## src/rtl/rice_csr_access_sequencer.sv

```systemverilog
// rice_csr_access_sequencer: CSRRW/CSRRS/CSRRC to rggen read-modify-write sequencer.
// Define RICE_CSR_ACCESS_ERROR_EN to report bus-status and illegal-op errors.
package rggen_rtl_pkg;
    typedef enum logic [1:0] {
        RGGEN_POSTED_WRITE = 2'b01,
        RGGEN_READ         = 2'b10,
        RGGEN_WRITE        = 2'b11
    } rggen_access;

    typedef enum logic [1:0] {
        RGGEN_OKAY         = 2'b00,
        RGGEN_EXOKAY       = 2'b01,
        RGGEN_SLAVE_ERROR  = 2'b10,
        RGGEN_DECODE_ERROR = 2'b11
    } rggen_status;
endpackage

module rice_csr_access_sequencer
    import rggen_rtl_pkg::*;
#(
    parameter int XLEN           = 32,
    parameter int ADDRESS_WIDTH  = 12,
    parameter int BUS_ADDR_WIDTH = ADDRESS_WIDTH + $clog2(XLEN / 8)
) (
    input  logic                      i_clk,
    input  logic                      i_rst_n,
    input  logic                      i_req_valid,
    output logic                      o_req_ready,
    input  logic [1:0]                i_req_op,
    input  logic [ADDRESS_WIDTH-1:0]  i_req_address,
    input  logic [XLEN-1:0]           i_req_data,
    input  logic                      i_req_no_read,
    input  logic                      i_req_no_write,
    output logic                      o_resp_valid,
    input  logic                      i_resp_ready,
    output logic [XLEN-1:0]           o_resp_data,
    output logic                      o_resp_error,
    output logic                      o_bus_valid,
    input  logic                      i_bus_ready,
    output rggen_access               o_bus_access,
    output logic [BUS_ADDR_WIDTH-1:0] o_bus_address,
    output logic [XLEN-1:0]           o_bus_write_data,
    output logic [XLEN/8-1:0]         o_bus_strobe,
    input  rggen_status               i_bus_status,
    input  logic [XLEN-1:0]           i_bus_read_data
);
    localparam int OFFSET_WIDTH = BUS_ADDR_WIDTH - ADDRESS_WIDTH;
    localparam logic [1:0] OP_ILLEGAL = 2'b00;
    localparam logic [1:0] OP_RW      = 2'b01;
    localparam logic [1:0] OP_RS      = 2'b10;
    localparam logic [1:0] OP_RC      = 2'b11;

    typedef enum logic [1:0] {IDLE, READ, WRITE, RESP} state_t;

    state_t                    state_q, state_n;
    logic [1:0]                op_q, op_n;
    logic [XLEN-1:0]           operand_q, operand_n;
    logic                      no_write_q, no_write_n;
    logic [XLEN-1:0]           old_q, old_n;
    logic                      req_ready_q, req_ready_n;
    logic                      bus_valid_q, bus_valid_n;
    rggen_access               bus_access_q, bus_access_n;
    logic [BUS_ADDR_WIDTH-1:0] bus_address_q, bus_address_n;
    logic [XLEN-1:0]           bus_write_data_q, bus_write_data_n;
    logic [XLEN/8-1:0]         bus_strobe_q, bus_strobe_n;
    logic                      resp_valid_q, resp_valid_n;
    logic [XLEN-1:0]           resp_data_q, resp_data_n;
    logic                      resp_error_q, resp_error_n;
    logic                      bus_error;
    logic                      illegal_error;
    logic [XLEN-1:0]           modified;

`ifdef RICE_CSR_ACCESS_ERROR_EN
    assign bus_error     = !(i_bus_status inside {RGGEN_OKAY, RGGEN_EXOKAY});
    assign illegal_error = 1'b1;
`else
    logic unused_status;
    assign unused_status = ^i_bus_status;
    assign bus_error     = 1'b0;
    assign illegal_error = 1'b0;
`endif

    always_comb begin
        modified = operand_q;
        case (op_q)
            OP_RS:   modified = i_bus_read_data | operand_q;
            OP_RC:   modified = i_bus_read_data & ~operand_q;
            default: modified = operand_q;
        endcase
    end

    always_comb begin
        state_n          = state_q;
        op_n             = op_q;
        operand_n        = operand_q;
        no_write_n       = no_write_q;
        old_n            = old_q;
        req_ready_n      = req_ready_q;
        bus_valid_n      = bus_valid_q;
        bus_access_n     = bus_access_q;
        bus_address_n    = bus_address_q;
        bus_write_data_n = bus_write_data_q;
        bus_strobe_n     = bus_strobe_q;
        resp_valid_n     = resp_valid_q;
        resp_data_n      = resp_data_q;
        resp_error_n     = resp_error_q;
        unique case (state_q)
            IDLE: begin
                if (i_req_valid) begin
                    op_n          = i_req_op;
                    operand_n     = i_req_data;
                    no_write_n    = i_req_no_write;
                    old_n         = '0;
                    req_ready_n   = 1'b0;
                    bus_address_n = {i_req_address, {OFFSET_WIDTH{1'b0}}};
                    if (i_req_op == OP_ILLEGAL) begin
                        state_n      = RESP;
                        resp_valid_n = 1'b1;
                        resp_data_n  = '0;
                        resp_error_n = illegal_error;
                    end else if (i_req_op == OP_RW && i_req_no_read) begin
                        state_n          = WRITE;
                        bus_valid_n      = 1'b1;
                        bus_access_n     = RGGEN_WRITE;
                        bus_write_data_n = i_req_data;
                        bus_strobe_n     = '1;
                    end else begin
                        state_n          = READ;
                        bus_valid_n      = 1'b1;
                        bus_access_n     = RGGEN_READ;
                        bus_write_data_n = '0;
                        bus_strobe_n     = '0;
                    end
                end
            end
            READ: begin
                if (i_bus_ready) begin
                    old_n = i_bus_read_data;
                    if (bus_error) begin
                        state_n      = RESP;
                        bus_valid_n  = 1'b0;
                        resp_valid_n = 1'b1;
                        resp_data_n  = '0;
                        resp_error_n = 1'b1;
                    end else if (op_q != OP_RW && no_write_q) begin
                        state_n      = RESP;
                        bus_valid_n  = 1'b0;
                        resp_valid_n = 1'b1;
                        resp_data_n  = i_bus_read_data;
                        resp_error_n = 1'b0;
                    end else begin
                        state_n          = WRITE;
                        bus_access_n     = RGGEN_WRITE;
                        bus_write_data_n = modified;
                        bus_strobe_n     = '1;
                    end
                end
            end
            WRITE: begin
                if (i_bus_ready) begin
                    state_n      = RESP;
                    bus_valid_n  = 1'b0;
                    resp_valid_n = 1'b1;
                    resp_data_n  = old_q;
                    resp_error_n = bus_error;
                end
            end
            RESP: begin
                if (i_resp_ready) begin
                    state_n      = IDLE;
                    resp_valid_n = 1'b0;
                    req_ready_n  = 1'b1;
                end
            end
            default: state_n = IDLE;
        endcase
    end

    always_ff @(posedge i_clk or negedge i_rst_n) begin
        if (!i_rst_n) begin
            state_q          <= IDLE;
            op_q             <= OP_ILLEGAL;
            operand_q        <= '0;
            no_write_q       <= 1'b0;
            old_q            <= '0;
            req_ready_q      <= 1'b1;
            bus_valid_q      <= 1'b0;
            bus_access_q     <= RGGEN_READ;
            bus_address_q    <= '0;
            bus_write_data_q <= '0;
            bus_strobe_q     <= '0;
            resp_valid_q     <= 1'b0;
            resp_data_q      <= '0;
            resp_error_q     <= 1'b0;
        end else begin
            state_q          <= state_n;
            op_q             <= op_n;
            operand_q        <= operand_n;
            no_write_q       <= no_write_n;
            old_q            <= old_n;
            req_ready_q      <= req_ready_n;
            bus_valid_q      <= bus_valid_n;
            bus_access_q     <= bus_access_n;
            bus_address_q    <= bus_address_n;
            bus_write_data_q <= bus_write_data_n;
            bus_strobe_q     <= bus_strobe_n;
            resp_valid_q     <= resp_valid_n;
            resp_data_q      <= resp_data_n;
            resp_error_q     <= resp_error_n;
        end
    end

    assign o_req_ready      = req_ready_q;
    assign o_bus_valid      = bus_valid_q;
    assign o_bus_access     = bus_access_q;
    assign o_bus_address    = bus_address_q;
    assign o_bus_write_data = bus_write_data_q;
    assign o_bus_strobe     = bus_strobe_q;
    assign o_resp_valid     = resp_valid_q;
    assign o_resp_data      = resp_data_q;
    assign o_resp_error     = resp_error_q;
endmodule

```

## config.mk

```make
export PLATFORM = sky130hd
export DESIGN_NAME = rice_csr_access_sequencer
export DESIGN_NICKNAME = d
export VERILOG_FILES = /design/src/rtl/rice_csr_access_sequencer.sv
export SDC_FILE = /design/constraint.sdc
export NUM_CORES = 1
export LEC_CHECK = 0
export CORE_MARGIN = 2
export CORE_UTILIZATION = 54
export CTS_BUF_LIST = sky130_fd_sc_hd__clkbuf_16
export DETAILED_ROUTE_END_ITERATION = 12
export PLACE_DENSITY = 0.95
export SKIP_CTS_REPAIR_TIMING = 1
export SLEW_MARGIN = 25
export SYNTH_ARGS = -nofsm -noshare
export SYNTH_HDL_FRONTEND = slang
export SYNTH_SLANG_ARGS = --single-unit
```

## constraint.sdc

```tcl
create_clock -name i_clk -period 4 [get_ports i_clk]
set_input_delay 0.4 -clock i_clk [delete_from_list [all_inputs] [get_ports i_clk]]
set_output_delay 0.4 -clock i_clk [all_outputs]
set_load 0.02 [all_outputs]
```

Word level (Yosys, flattened, before mapping) --
Index checks and enable logic that the tools add are counted. Widths: inputs -> output; s select.
Storage, ports and cells: bits in registers 155, word-level logic and storage cells 102
Operators by class: equality and inequality tests 15, mux-type cells 55, bitwise logic cells 3, reduce and logical (&&, ||, !) cells 15
Operators by type and width (count):
- $mux 32 | 12
- $pmux 32 s2 | 3
- $pmux 32 s3 | 1
- $and 32x32->32 | 1
- $not 32->32 | 1
- $or 32x32->32 | 1
- $mux 2 | 10
- $mux 4 | 5
- $reduce_and 6->1 | 3
- $mux 1 | 17
- $ne 2x2->1 const B | 8
- $eq 2x2->1 const B | 4
- $pmux 2 s4 | 1
- $pmux 4 s2 | 1
- $pmux 1 s3 | 2
- $reduce_and 3->1 | 2
- $reduce_and 5->1 | 1
- $eq 2x1->1 const B | 2
- $logic_not 2->1 | 2
- $pmux 1 s4 | 1
- $pmux 2 s2 | 1
- $reduce_and 4->1 | 1
- $reduce_bool 2->1 | 2
- $reduce_bool 3->1 | 1
- other kinds (4) | 5

Depth between registers and ports, before layout --
Gate-level depths: netlist of the first run.
depth in word-level cells 6, gate-level depth with buffers 9, mapped depth without buffers 6

Worst setup path after synthesis of the first run --
No wires, ideal clock.
path kind register to register, start reg state_q[0], end reg resp_data_q[10], in the netlist o_resp_data[10], setup time 0.125 ns, arrival 1.891 ns, data required time 3.875 ns, path slack 1.984 ns, stages on the path, launching flop included 9, buffers on the path 2, clock period less this slack 2.016 ns, path through dfrtp_1 inv_1 ha_1 buf_6 nand2b_1 nand3_1 a211oi_4 buf_6 mux2_2
On the way: cells in the longest elaborated chain, start to end 3, elaborated cells between the ends (all ways) 11
RTL lines:
- start: declaration | line 55 | state_t state_q, state_n;
- start signal: assignment | line 196 | state_q <= state_n;
- $eq 2x1->1 (tied with other cells) | line 107 | unique case (state_q)
- $ne 2x2->1 (no source line) or $reduce_bool 3->1 (tied branches)
- $reduce_and 6->1 (no source line)
- end signal: assignment | line 208 | resp_data_q <= resp_data_n;
- end: declaration | line 67 | logic [XLEN-1:0] resp_data_q, resp_data_n;
Several ways; a longest one is shown, not always the timed one. A chain may end at the register's enable or synchronous reset.

Worst setup path in the final report of the first run --
start reg state_q[1], end reg bus_write_data_q[6], in the netlist o_bus_write_data[6]
On the way: cells in the longest elaborated chain, start to end 3, elaborated cells between the ends (all ways) 9
RTL lines:
- $eq 2x1->1 or $logic_not 2->1 (tied branches) | line 107
- $ne 2x2->1 (no source line) or $reduce_bool 2->1 (tied branches)
- $reduce_and 5->1 (no source line)
- end signal: assignment | line 205 | bus_write_data_q <= bus_write_data_n;
- end: declaration | line 64 | logic [XLEN-1:0] bus_write_data_q, bus_write_data_n;
Several ways; a longest one is shown, not always the timed one.

==> results of run 1 <==
layout make-up:
cell class | count | area [um2]
Clock buffer | 17 | 425
Clock inverter | 15 | 62.6
Fill cell | 826 | 3380
Inverter | 9 | 33.8
Multi-Input combinational cell | 442 | 3050
Sequential cell | 149 | 3730
Tap cell | 172 | 215
Timing Repair Buffer | 179 | 1770
cell usage in the layout, fill, tap and decap left out, drive strengths merged, types with 14 or more instances in the layout:
| cell type | netlist | layout |
|---|---|---|
| a21boi | 32 | 32 |
| clkbuf | 25 | 17 |
| clkdlybuf4s50 | 0 | 167 |
| dfrtp | 148 | 148 |
| inv | 9 | 14 |
| mux2 | 111 | 111 |
| nand2 | 132 | 132 |
| nand3 | 65 | 65 |
| nand3b | 31 | 31 |
| o21ai | 36 | 36 |
cells by family (layout without fill, tap and decap cells):
kind of cell	Yosys count	in the layout	share of synthesized area (%)
flip-flops	149	149	52.9
other	2	4	0.107
adder cells (fa/ha/maj)	4	4	0.710
AND/OR/NAND/NOR	235	235	15.7
multiplexers	115	115	18.3
buffers and inverters	61	220	4.33
AO/OA/AOI/OAI	84	84	7.90
per-layer routing:
metal / track usage, % / vias to the layer above
met5: 0 / -
met4: 12.4 / 0
met3: 7.09 / 58
met2: 45.4 / 252
met1: 33.0 / 2824
li1: - / 2534
worst paths after layout:
kind	to	cells past startpoint
max reg2reg	o_bus_write_data[6]	7
min	o_bus_address[13]	1
max	o_bus_write_data[6]	7
max in group asynchronous	o_resp_data[9]	2
min in group i_clk	o_resp_data[30]	1
min reg2reg	o_resp_data[30]	1
stage by stage:
stage / setup slack [ps] / cell area [um2] / power, mW / std cells / hold WS [ps]
2_1_floorplan: 1980 / 7050 / 4.70 / 652 / 104
3_3_place_gp: 1490 / 8790 / 5.64 / 951 / 462
3_5_place_dp: 1370 / 8800 / 5.86 / 951 / 471
4_1_cts: 1320 / 9280 / 7.21 / 983 / 88.4
5_1_grt: 1140 / 9290 / 7.60 / 983 / 118
6_report: 1290 / 9290 / 7.19 / 983 / 62.9
power breakdown:
group | internal, mW | switching [mW]
logic | 1.59 | 1.83
clock network | 0.760 | 0.582
registers | 2.08 | 0.346
flip-flops by register name, summed over array words and instances, names as in the netlist, 2 cells and up:
name              cells
state_q               2
o_bus_address        12
o_bus_write_data     32
op_q                  2
o_resp_data          32
operand_q            32
old_q                32
==> results.txt, run 1 <==
----------------------------------------------------
[Setup path]
  Critical path cell sequence ... inv_1 -> ha_2 -> and2_1 -> buf_4 -> nand3b_1 -> nand3_1 -> mux2_2
  Worst path max stage delay ... 710 ps
  Worst-path cell with the longest stage delay ... ha_2
  Required time worst endpoint ... 4370 ps
  Critical Path Start Type ... flop
  Setup Crit Path Kind ... flop to flop
  RR Startpoint ... state_q[1]
  Kind of cell adding the most delay to the critical path ... simple AND/OR/NAND/NOR gates
  Number of buffers and inverters on the critical path ... 2
  CP max FO ... 36
  Setup slack of the worst register-to-register path ... 1290 ps
  Critical path launch point ... state_q[1]
  Crit path arrival time ... 3070 ps
  Element type at the critical path end ... flop

[Finish]
  Nets@finish ... roughly 890
  Post-synthesis to final-layout area growth ... 31.8%
  Utilization after layout ... about three quarters
  Antenna Cells ... 0
  Fraction of final layout cells with drive strength greater than 1 ... between 10% and 20%

[Yosys]
  Synth top area share ... 52.6%
  Commonest register cell after synthesis ... dfrtp_1
  Synth unique cells ... 35
  Number of cells produced by synthesis ... 650
  Post-synthesis instance area ... 0.00705 mm2
  Number of flops mapped to enable cells by yosys ... 0
  Leading cell type by number of instances after synthesis ... dfrtp_1
  Leading cell types by total area after synthesis ... dfrtp_1 (53%), mux2_2 (17%), nand2_1 (7.0%), nand3_1 (4.6%), a21boi_0 (3.4%)
  Flip-flop and latch count after synthesis ... 149
  Synthesis warning total ... 0
  Post-synthesis sequential area ratio ... between 50% and 60%
  Top cell type by total area after synthesis ... dfrtp_1
  Average cell area after synthesis ... 10.8 um2
  Top cells by instance count after synthesis ... dfrtp_1 (148), nand2_1 (132), mux2_2 (107), nand3_1 (65), o21ai_0 (36)
  Proportion of synthesized flip-flops having asynchronous set or reset ... 100%

[Route]
  DRC violation count after routing ... 0
  Average wire length per cell after detail routing ... ~19 um
  M1 WL ... 7290 um
  Iteration-0 DRC Markers ... 449
  Number of nets with antenna violations after detailed routing ... 0
  Detailed route wirelength on metal3 ... 1220 um
  Via total after detailed routing ... 5668
  Met2 routed wirelength ... 9400 um
  Number of search-and-repair iterations in the first detailed-routing pass ... 7
  Ratio of routed vias to standard cells ... 5.77
  Drt total wl ... 18400 um
  Uppermost routed layer ... met4

[Place]
  DPL Wire Length ... between 10000 and 15000 um
  # port buffers ... 168
  RD Place Congestion ... 0.842

[Worst hold path]
  Worst hold-check path type ... primary input to asynchronous set/reset pin

[Timing]
  Final-report hold violation count ... 0
  Fmax achieved ... 0.369 GHz
  Slew of the pin with the lowest slew margin ... 828 ps
  Final worst clock skew ... 7.59 ps
  Minimum period implied by the final worst setup slack ... 2710 ps
  Count of final max-slew check failures ... 0
  Fin crit share ... 67.7%
  Sum of negative setup slack ... 0 ps
  Setup-failing EPs final ... 0
  Normalized max-slew margin ... between 40% and 50%
  RSZ-0062 raised after global routing ... no

[Pwr]
  Total power density per cell area ... 775 mW/mm2
  Leakage Power ... 4.05 nW
  Maximum resistive drop on vdd ... 468 uV

[Global routing]
  Number of global-route vias before repair ... 5899
  Global routing usage summed across all routing layers ... a little over a quarter
  Total gr overflow ... 0
  Number of antenna violations at the first check in global routing ... 0
  Largest net degree at the start of global routing ... 93
  First-pass GRT wire length ... 29900 um

[Die]
  Area inside the core boundary ... 0.0127 mm2
  Full die area ... 0.0140 mm2
  Count of boundary I/O pins ... 175
  Initial cell density of the core ... 55.6%
  Site row count ... 41
  Die outline width ... 118 um
  Die Y-Extent ... around 120 um

[Clocking]
  Insertion delay of the later-clocked pin in the worst-skew pair ... about 420 ps
  Htree depth ... 4
  Bufs on Longest Clock Path ... 2
  Clk Tree Root Cell ... clkbuf_16
  TritonCTS clock tree ... built
  Number of buffers created by CTS ... 17
  Number of clock sinks seen by CTS ... between 100 and 150
  Clock transition at path regs ... 60 ps

[Run status]
  Status ... finished, final reports clean

[Run]
  Reported max-cap violation count ... 0

----------------------------------------------------
Note: power is estimated with default switching activity, not from simulation.
==> inputs of run 2 (changes only) <==
- CORE_UTILIZATION: 54 -> 50
- PLACE_DENSITY: 0.95 -> 0.89
- clock period: 4 -> 2.6 ns (I/O delays scaled with it)
==> run 2 against run 1 <==
Effect of this change: clock skew fell by 3.7 ps; wire length fell by 6.2%; sequential cell count did not move; critical path depth down 1; clock power grew 90%; non-clock buffer count up 9; total power grew 62%; register-to-register slack worse by 940 ps; sequential share of layout area decreased by 1.1 points.
==> results.txt, run 2 (synthesis results as in run 1) <==
----------------------------------------------------
[Run status]
  Status ... finished, final reports clean

[Die]
  Site row count ... 43
  Count of boundary I/O pins ... 175
  Area inside the core boundary ... 0.0138 mm2
  Full die area ... 0.0151 mm2
  Initial cell density of the core ... 51.0%
  Die outline width ... 123 um
  Die Y-Extent ... 123 um

[Timing]
  Count of final max-slew check failures ... 0
  Setup-failing EPs final ... 0
  Final worst clock skew ... 3.87 ps
  Minimum period implied by the final worst setup slack ... 2250 ps
  Fin crit share ... roughly 86%
  Fmax achieved ... approximately 0.44 GHz
  Slew of the pin with the lowest slew margin ... 783 ps
  RSZ-0062 raised after global routing ... no
  Final-report hold violation count ... 0
  Sum of negative setup slack ... 0 ps
  Normalized max-slew margin ... 47.5%

[Global routing]
  Largest net degree at the start of global routing ... 69
  Number of antenna violations at the first check in global routing ... 0
  Global routing usage summed across all routing layers ... roughly 24%
  Number of global-route vias before repair ... 5500
  Total gr overflow ... 0
  First-pass GRT wire length ... ~28000 um

[Finish]
  Antenna Cells ... 0
  Top library cells by usage in the layout, fill and taps aside ... clkdlybuf4s50_1 (167), dfrtp_1 (148), nand2_1 (131)
  Nets@finish ... 898
  Utilization after layout ... around 69%
  Final Instance Count excl. Fillers ... 1000
  Fraction of final layout cells with drive strength greater than 1 ... 20.2%
  Fill cells ... 979
  Post-synthesis to final-layout area growth ... 35.5%
  Most frequent standard cell in the layout excluding fill and tap cells ... clkdlybuf4s50_1

[Clocking]
  Number of clock sinks seen by CTS ... 149
  Htree depth ... 4
  TritonCTS clock tree ... built
  Insertion delay of the later-clocked pin in the worst-skew pair ... 420 ps
  Number of buffers created by CTS ... 17
  Clk Tree Root Cell ... clkbuf_16
  Bufs on Longest Clock Path ... 2
  Clock transition at path regs ... 60 ps

[Route]
  Iteration-0 DRC Markers ... between 300 and 400
  DRC violation count after routing ... 0
  Drt total wl ... 17300 um
  Number of search-and-repair iterations in the first detailed-routing pass ... 4
  Number of nets with antenna violations after detailed routing ... 0
  Average wire length per cell after detail routing ... 17.3 um
  Ratio of routed vias to standard cells ... about 5.5
  Via total after detailed routing ... 5511

[Pwr]
  Maximum resistive drop on vdd ... between 700 and 800 uV
  Total power density per cell area ... 1220 mW/mm2
  P_sw ... between 4 and 5 mW
  Combinational cell fraction of total power ... 46.2%
  Leakage Power ... 4.15 nW
  Relative contribution of the clock network to total power ... 21.9%
  Final Total Pwr ... between 10 and 15 mW
  Power share of the sequential group ... between 30% and 40%
  Internal power consumption ... roughly 7.4 mW
  Switching share of power ... approximately 37%

[Setup path]
  Setup slack of the worst register-to-register path ... 350 ps
  Setup Crit Path Kind ... flop to flop
  Required time worst endpoint ... roughly 2900 ps
  Critical Path Start Type ... flop
  Timing endpoint of the critical path ... o_bus_write_data[10]
  CP max FO ... 21
  Critical path launch point ... state_q[1]
  Capturing point of the worst reg2reg path ... o_bus_write_data[10]
  Crit path arrival time ... 2550 ps
  Element type at the critical path end ... flop
  Reg2reg path depth ... 6
  RR Startpoint ... state_q[1]

[Worst hold path]
  Worst hold-check path type ... primary input to asynchronous set/reset pin

[Place]
  # port buffers ... between 150 and 200
  Total instance count after detailed placement ... 967
  DPL Wire Length ... 11900 um
  RD Place Congestion ... 0.819

[Run]
  Reported max-cap violation count ... 0

----------------------------------------------------
-- run 2: power groups by stage --
stage	clock network, mW	logic (mW)	registers (mW)
2_1_floorplan	0	3.20	4.04
3_5_place_dp	0	5.38	3.73
6_report	2.55	5.37	3.70
5_1_grt	2.69	5.82	3.81
4_1_cts	2.59	5.41	3.69
3_3_place_gp	0	5.25	3.67
-- run 2: how the worst min path moves through the flow --
stage                          start           endpoint  slack, ps
finish                       i_rst_n  o_bus_address[13]        430
global route        i_req_address[4]   o_bus_address[6]        450
CTS                          i_rst_n  o_bus_address[13]       -140
detailed placement           i_rst_n  o_bus_address[13]        320
global placement             i_rst_n  o_bus_address[13]        310
floorplan                    i_rst_n         no_write_q        -40
-- run 2: worst max-delay path, stage by stage, from the launching register on --
cell and delay, ps:
dfrtp_1 400, inv_1 110, ha_2 440, nand2b_1 210, o211ai_1 200, buf_4 370
mux2_2 380
-- run 2: cell type report --
class                   count  area, um2  share of cell area (%)
multi-input cells         442       3050                    31.9
inverters                   9       33.8                   0.354
repair buffers            188       1900                    19.9
clock inverters            15        188                    1.97
flip-flops and latches    149       3730                    39.1
well taps                 180        225                    2.36
clock buffers              17        425                    4.45
-- run 2: through the flow --
stage,hold WS (ps),cell area [um2],setup WS (ps)
floorplan,-35.6,7050,584
global placement,315,8930,360
detailed placement,316,8930,323
CTS,-137,9540,350
global route,454,9550,219
finish,435,9550,352
-- run 2: per-layer routing --
metal	track usage, %	routed length (um)	share of wire, %
met5	0	0	0
met4	9.77	461	2.7
met3	6.13	1060	6.1
met2	39.7	8600	50
met1	30.6	7150	41
